$ cat src/rtl/ram_loader.sv
// ram_loader: UART byte stream to 16-bit RAM program loader; RAM_LOADER_CHECKSUM_EN adds an XOR trailer check
module ram_loader #(
  parameter logic [7:0] SYNC_BYTE = 8'hA5,
  parameter int         MAX_WORDS = 8192,
  parameter int         ADDR_W    = 13
) (
  input  logic              clk,
  input  logic              rst_n,
  input  logic [7:0]        rx_data,
  input  logic              rx_valid,
  output logic              rx_ready,
  input  logic              start,
  output logic [0:15]       ram_data,
  output logic              ram_load,
  output logic [0:ADDR_W-1] ram_address,
  output logic              cpu_hold,
  output logic              done,
  output logic              error
);
  localparam int CW = ADDR_W + 1;
  localparam logic [15:0] MAX_N = 16'(MAX_WORDS);
  typedef enum logic [3:0] {
    IDLE, CNT_HI, CNT_LO, BYTE_HI, BYTE_LO, WRITE,
`ifdef RAM_LOADER_CHECKSUM_EN
    CHK,
`endif
    DONE, ERR
  } state_t;
`ifdef RAM_LOADER_CHECKSUM_EN
  localparam state_t LAST = CHK;
  logic [7:0] chk_q, chk_d;
`else
  localparam state_t LAST = DONE;
`endif
  state_t            state_q, state_d;
  logic [15:0]       cnt_q, cnt_d;
  logic [CW-1:0]     wc_q, wc_d;
  logic [7:0]        hi_q, hi_d;
  logic [15:0]       data_d;
  logic [ADDR_W-1:0] addr_d;
  logic              load_d, xfer;
  always_comb begin
    state_d = state_q;
    cnt_d   = cnt_q;
    wc_d    = wc_q;
    hi_d    = hi_q;
    data_d  = ram_data;
    addr_d  = ram_address;
    load_d  = 1'b0;
`ifdef RAM_LOADER_CHECKSUM_EN
    chk_d   = chk_q;
`endif
    xfer    = rx_valid && rx_ready;
    case (state_q)
      IDLE:    if (xfer && rx_data == SYNC_BYTE) state_d = CNT_HI;
      CNT_HI:  if (xfer) begin
        cnt_d   = {rx_data, 8'h00};
        state_d = CNT_LO;
      end
      CNT_LO:  if (xfer) begin
        cnt_d   = {cnt_q[15:8], rx_data};
        wc_d    = '0;
`ifdef RAM_LOADER_CHECKSUM_EN
        chk_d   = '0;
`endif
        state_d = (cnt_d == '0 || cnt_d > MAX_N) ? ERR : BYTE_HI;
      end
      BYTE_HI: if (xfer) begin
        hi_d    = rx_data;
`ifdef RAM_LOADER_CHECKSUM_EN
        chk_d   = chk_q ^ rx_data;
`endif
        state_d = BYTE_LO;
      end
      BYTE_LO: if (xfer) begin
        data_d  = {hi_q, rx_data};
        addr_d  = wc_q[ADDR_W-1:0];
        load_d  = 1'b1;
`ifdef RAM_LOADER_CHECKSUM_EN
        chk_d   = chk_q ^ rx_data;
`endif
        state_d = WRITE;
      end
      WRITE: begin
        wc_d    = wc_q + CW'(1);
        state_d = (16'(wc_q) + 16'd1 == cnt_q) ? LAST : BYTE_HI;
      end
`ifdef RAM_LOADER_CHECKSUM_EN
      CHK:     if (xfer) state_d = (rx_data == chk_q) ? DONE : ERR;
`endif
      DONE, ERR: if (start) begin
        state_d = IDLE;
        wc_d    = '0;
        cnt_d   = '0;
      end
      default: state_d = IDLE;
    endcase
  end
  // Outputs are registered from the next state so they line up with state_q.
  always_ff @(posedge clk or negedge rst_n) begin
    if (!rst_n) begin
      state_q     <= IDLE;
      cnt_q       <= '0;
      wc_q        <= '0;
      hi_q        <= '0;
`ifdef RAM_LOADER_CHECKSUM_EN
      chk_q       <= '0;
`endif
      ram_data    <= '0;
      ram_address <= '0;
      ram_load    <= 1'b0;
      rx_ready    <= 1'b1;
      cpu_hold    <= 1'b1;
      done        <= 1'b0;
      error       <= 1'b0;
    end else begin
      state_q     <= state_d;
      cnt_q       <= cnt_d;
      wc_q        <= wc_d;
      hi_q        <= hi_d;
`ifdef RAM_LOADER_CHECKSUM_EN
      chk_q       <= chk_d;
`endif
      ram_data    <= data_d;
      ram_address <= addr_d;
      ram_load    <= load_d;
      rx_ready    <= !(state_d inside {WRITE, DONE, ERR});
      cpu_hold    <= state_d != DONE;
      done        <= state_d == DONE;
      error       <= state_d == ERR;
    end
  end
endmodule

$ cat config.mk
export PLATFORM = sky130hd
export DESIGN_NAME = ram_loader
export DESIGN_NICKNAME = d
export VERILOG_FILES = /design/src/rtl/ram_loader.sv
export SDC_FILE = /design/constraint.sdc
export NUM_CORES = 1
export LEC_CHECK = 0
export CAP_MARGIN = 20
export CORE_ASPECT_RATIO = 2
export CORE_UTILIZATION = 45
export CTS_CLUSTER_DIAMETER = 80
export CTS_CLUSTER_SIZE = 24
export DETAILED_ROUTE_END_ITERATION = 10
export DONT_BUFFER_PORTS = 1
export PLACE_DENSITY = 0.59
export SLEW_MARGIN = 0
export SYNTH_ARGS = -nofsm -noshare
export SYNTH_HDL_FRONTEND = slang
export SYNTH_SLANG_ARGS = --single-unit
$ cat constraint.sdc
create_clock -name clk -period 2.1 [get_ports clk]
set_input_delay 0.21 -clock clk [delete_from_list [all_inputs] [get_ports clk]]
set_output_delay 0.21 -clock clk [all_outputs]
set_load 0.02 [all_outputs]
==> flow_summary.html <==
<table>
<tr><th>Metric</th><th>Value</th></tr>
<tr><th colspan="2">Placed design</th></tr>
<tr><td>Detail Placement HPWL</td><td>~7100 um</td></tr>
<tr><td>Routability congestion estimate</td><td>~0.87</td></tr>
<tr><td>Place WS</td><td>-0.05606 ns</td></tr>
<tr><td>PortBufs</td><td>0</td></tr>
<tr><th colspan="2">Clocking</th></tr>
<tr><td>Number of buffers on the longest clock path</td><td>2</td></tr>
<tr><td>CTS root buf</td><td>clkbuf_16</td></tr>
<tr><td>H-tree depth reported by CTS</td><td>3</td></tr>
<tr><td>Number of buffers added by the clock tree synthesis step</td><td>9</td></tr>
<tr><td>Clock tree from TritonCTS</td><td>yes</td></tr>
<tr><td># clock sinks</td><td>76</td></tr>
<tr><td>Clk_lat worst skew</td><td>0.34 ns</td></tr>
<tr><td>Clock-pin slew reported for the worst setup and hold paths after clock tree synthesis</td><td>0.06 ns</td></tr>
<tr><th colspan="2">Power and ir drop</th></tr>
<tr><td>Pwr dens</td><td>805.6 nW/um2</td></tr>
<tr><td>Leakage Power</td><td>2.166 nW</td></tr>
<tr><td>Tot Pwr</td><td>3.763 mW</td></tr>
<tr><td>VDD IR-drop max</td><td>544.0 uV</td></tr>
<tr><th colspan="2">Global routing</th></tr>
<tr><td>Number of global-route vias before repair</td><td>3164</td></tr>
<tr><td>Maximum number of pins on one net before global-route repair</td><td>77</td></tr>
<tr><td>Sum of overflow across all layers after global routing</td><td>0</td></tr>
<tr><td>Antenna violations before repair</td><td>0</td></tr>
<tr><td>Global-route wire length before repair</td><td>16270 um</td></tr>
<tr><td>Total routing usage reported by global routing</td><td>25.10%</td></tr>
<tr><th colspan="2">Timing</th></tr>
<tr><td>Number of failing hold endpoints at the final stage</td><td>0</td></tr>
<tr><td>Time the worst path needs with I/O delays and setup</td><td>~2.1 ns</td></tr>
<tr><td>Transition at the pin with the smallest max-transition slack</td><td>0.7066 ns</td></tr>
<tr><td>Relative slew margins</td><td>a little over half</td></tr>
<tr><td>Final worst-path setup slack</td><td>0.003862 ns</td></tr>
<tr><td>Maximum achievable frequency</td><td>477.1 MHz</td></tr>
<tr><td>Setup repair after global routing missed its margin</td><td>yes</td></tr>
<tr><td>Setup skew after layout</td><td>0.008059 ns</td></tr>
<tr><td>Total count of max-transition violations in the final report</td><td>0</td></tr>
<tr><td>Hold_ws</td><td>between 0.01 and 0.015 ns</td></tr>
<tr><td>Final period utilization</td><td>approximately 100%</td></tr>
<tr><td>Endpoints failing setup</td><td>0</td></tr>
<tr><th colspan="2">Synth</th></tr>
<tr><td>Syn nets</td><td>423</td></tr>
<tr><td>Gate Count Post-Synth</td><td>409</td></tr>
<tr><td>Ys flop type</td><td>dfrtp_1</td></tr>
<tr><td>Post-synth design cell area</td><td>about 3800 um2</td></tr>
<tr><td>Count of state elements after synthesis</td><td>76</td></tr>
<tr><td>Distinct cells, synth</td><td>54</td></tr>
<tr><td>Post-synthesis cell type with the largest combined area</td><td>dfrtp_1</td></tr>
<tr><td>Synth warnings</td><td>0</td></tr>
<tr><td>Most common cell in the netlist</td><td>nand2_1</td></tr>
<tr><td>Top cells by instance count after synthesis</td><td>nand2_1 (110), dfrtp_1 (74), o21ai_0 (29)</td></tr>
<tr><td>Number of flops mapped to enable cells by yosys</td><td>0</td></tr>
<tr><td>Register area share after synthesis</td><td>50.05%</td></tr>
<tr><td>Area share of the largest cell type after synthesis</td><td>approximately 50%</td></tr>
<tr><td>Proportion of synthesized flip-flops having asynchronous set or reset</td><td>100.0%</td></tr>
<tr><td>Cells taking the most area after synthesis</td><td>dfrtp_1 (49%), nand2_1 (11%), o21ai_0 (3.8%)</td></tr>
<tr><td>Mapped Avg Cell Area</td><td>9.303 um2</td></tr>
<tr><th colspan="2">Critical path</th></tr>
<tr><td>CP Data Required Time</td><td>2.37 ns</td></tr>
<tr><td>Element type at the critical path start</td><td>flip-flop</td></tr>
<tr><td>Buffering stage count on the worst path with inverters included</td><td>2</td></tr>
<tr><td>Critical Path End Type</td><td>flip-flop</td></tr>
<tr><td>CP max stage cell</td><td>dfrtp_1</td></tr>
<tr><td>Peak per-stage delay on the critical path</td><td>0.41 ns</td></tr>
<tr><td>Crit-path most repeated cell</td><td>buf_4</td></tr>
<tr><td>Peak fanout along the critical path</td><td>6</td></tr>
<tr><td>Dominant delay contributor by cell family on the critical path</td><td>simple AND/OR/NAND/NOR gates</td></tr>
<tr><td>Signal arrival time at the worst endpoint</td><td>2.36 ns</td></tr>
<tr><td>Setup Crit Path Kind</td><td>reg -&gt; reg</td></tr>
<tr><td>Ordered cell list for the critical path</td><td>buf_4 -&gt; nand3_4 -&gt; buf_4 -&gt; nor4_4 -&gt; o22ai_2 -&gt; a2111oi_4 -&gt; nand3_2 -&gt; and2_1</td></tr>
<tr><th colspan="2">Route</th></tr>
<tr><td>DRC violation total after the first TritonRoute iteration</td><td>~180</td></tr>
<tr><td>DRT Wirelength</td><td>10080 um</td></tr>
<tr><td>Antenna-violating nets left</td><td>0</td></tr>
<tr><td>Total iterations of the first detailed-routing run</td><td>4</td></tr>
<tr><td>Routed vias</td><td>3112</td></tr>
<tr><td>DR DRC count</td><td>0</td></tr>
<tr><td>Average via count per standard cell</td><td>between 5 and 6</td></tr>
<tr><td>Per-cell routed wire length</td><td>18.19 um</td></tr>
<tr><th colspan="2">Floorplanning</th></tr>
<tr><td>Overall die area</td><td>8849 um2</td></tr>
<tr><td>Starting density of the core</td><td>46.22%</td></tr>
<tr><td>Placeable core area</td><td>8233 um2</td></tr>
<tr><td>Count of pins on the block boundary</td><td>46</td></tr>
<tr><td>Height of the die</td><td>132.0 um</td></tr>
<tr><td>Overall die width</td><td>67.02 um</td></tr>
<tr><td>Row cnt</td><td>47</td></tr>
<tr><th colspan="2">Min path</th></tr>
<tr><td>Kind of path behind the tightest hold check</td><td>in -&gt; reg</td></tr>
<tr><th colspan="2">Cells and area</th></tr>
<tr><td>Synthesis-to-layout area growth</td><td>22.76%</td></tr>
<tr><td>Fraction of the core area covered by cells at the end of the flow</td><td>56.73%</td></tr>
<tr><td>Net count, final</td><td>465</td></tr>
<tr><td>Share of cells above drive strength 1</td><td>a little over a fifth</td></tr>
<tr><td>ANT cells</td><td>0</td></tr>
<tr><th colspan="2">Status</th></tr>
<tr><td>Status</td><td>finished, final reports clean</td></tr>
<tr><th colspan="2">Job</th></tr>
<tr><td>Number of max-cap violations</td><td>0</td></tr>
</table>
[final cells by class]
| type | count | area (um2) |
|---|---|---|
| inverters | 11 | 41.29 |
| clock buffers | 10 | 239.0 |
| flip-flops and latches | 76 | 1908 |
| fillers | 779 | 3562 |
| well taps | 98 | 122.6 |
| repair buffers | 54 | 460.4 |
| clock inverters | 6 | 63.81 |
| multi-input cells | 299 | 1836 |
[cells by family after synthesis]
family          Yosys count  synth area share (%)
flops                    76                 50.05
other cells               1               0.09856
buf+inv                  34                 3.880
simple gates            194                 25.22
fa+ha+maj                 2                0.6576
compound gates           75                 13.09
mux                       9                 2.664
xor+xnor                 18                 4.341
[worst reg2reg max path, cell delays in order (launching register included)]
cell	delay, ns
dfrtp_1	0.41
buf_4	0.19
nand3_4	0.15
buf_4	0.19
nor4_4	0.30
o22ai_2	0.13
a2111oi_4	0.31
nand3_2	0.17
and2_1	0.19
[routing by layer]
layer  vias to the layer above  wire (um)  part of all wire [%]  GRT usage (%)
met1                      1537       3802                    38          27.32
met2                        61       5661                    56          44.50
li1                       1496          -                     -              -
met5                         -          0                     0              0
met3                        18        333                   3.3          5.450
met4                         0        279                   2.8          10.76
[layout by cell type (no fill, tap or decap), drive strengths merged, types with 2 or more instances in the layout]
cell           n
clkbuf        10
o21ai         33
o41ai          2
or2            2
nand2b         2
xnor2         11
dlygate4sd3    9
dfrtp         74
nand4          8
dfstp          2
a211oi         4
buf           45
nor4           8
a21oi          9
clkinvlp       2
and2           3
mux2           9
and4b          2
inv           11
o31ai          4
xor2           7
clkinv         3
and4           3
a22o           9
ha             2
nor2b          3
nor3          11
a31oi          4
nand2        110
nor2          23
nand3         16
[flip-flops by register name (all words and copies together), names as in the netlist]
signal       count
cnt_q           16
cpu_hold         1
done             1
error            1
hi_q             8
ram_address     13
ram_data        16
ram_load         1
rx_ready         1
state_q          4
wc_q            14
[through the flow]
stage | cells | cell area [um2] | setup TNS (ns)
after floorplan | 409 | 3806 | 0
after global placement | 526 | 4150 | -0.1318
after detailed placement | 526 | 4150 | -0.1457
after CTS | 552 | 4623 | -0.05658
after global routing | 554 | 4671 | -0.2078
final | 554 | 4671 | 0
[report_power, final]
part / switching [mW] / internal [mW]
sequential: 0.113 / 1.55
clock: 0.617 / 0.950
combinational: 0.283 / 0.254
[worst paths after layout]
check	slack (ns)	to	from	depth (start not counted)
worst min register to register	0.46	ram_data[7]	hi_q[0]	2
worst max register to register	0.004	rx_ready	wc_q[1]	8
worst max-delay path	0.004	rx_ready	wc_q[1]	8
worst min-delay path	0.01	cnt_q[10]	rx_data[2]	1
max in group asynchronous	1.31	rx_ready	rst_n	2
min in group asynchronous	0.46	ram_address[8]	rst_n	2
[what timing repair did]
| item | in CTS | in global routing |
|---|---|---|
| pin swaps | 9 | 2 |
| hold endpoints to repair | 84 | 0 |
| setup buffers | 0 | 2 |
| gates resized for setup | 9 | 7 |
| setup endpoints to repair | 4 | 5 |
| hold buffers | 10 | 0 |
(Power assumes the default switching activity.)
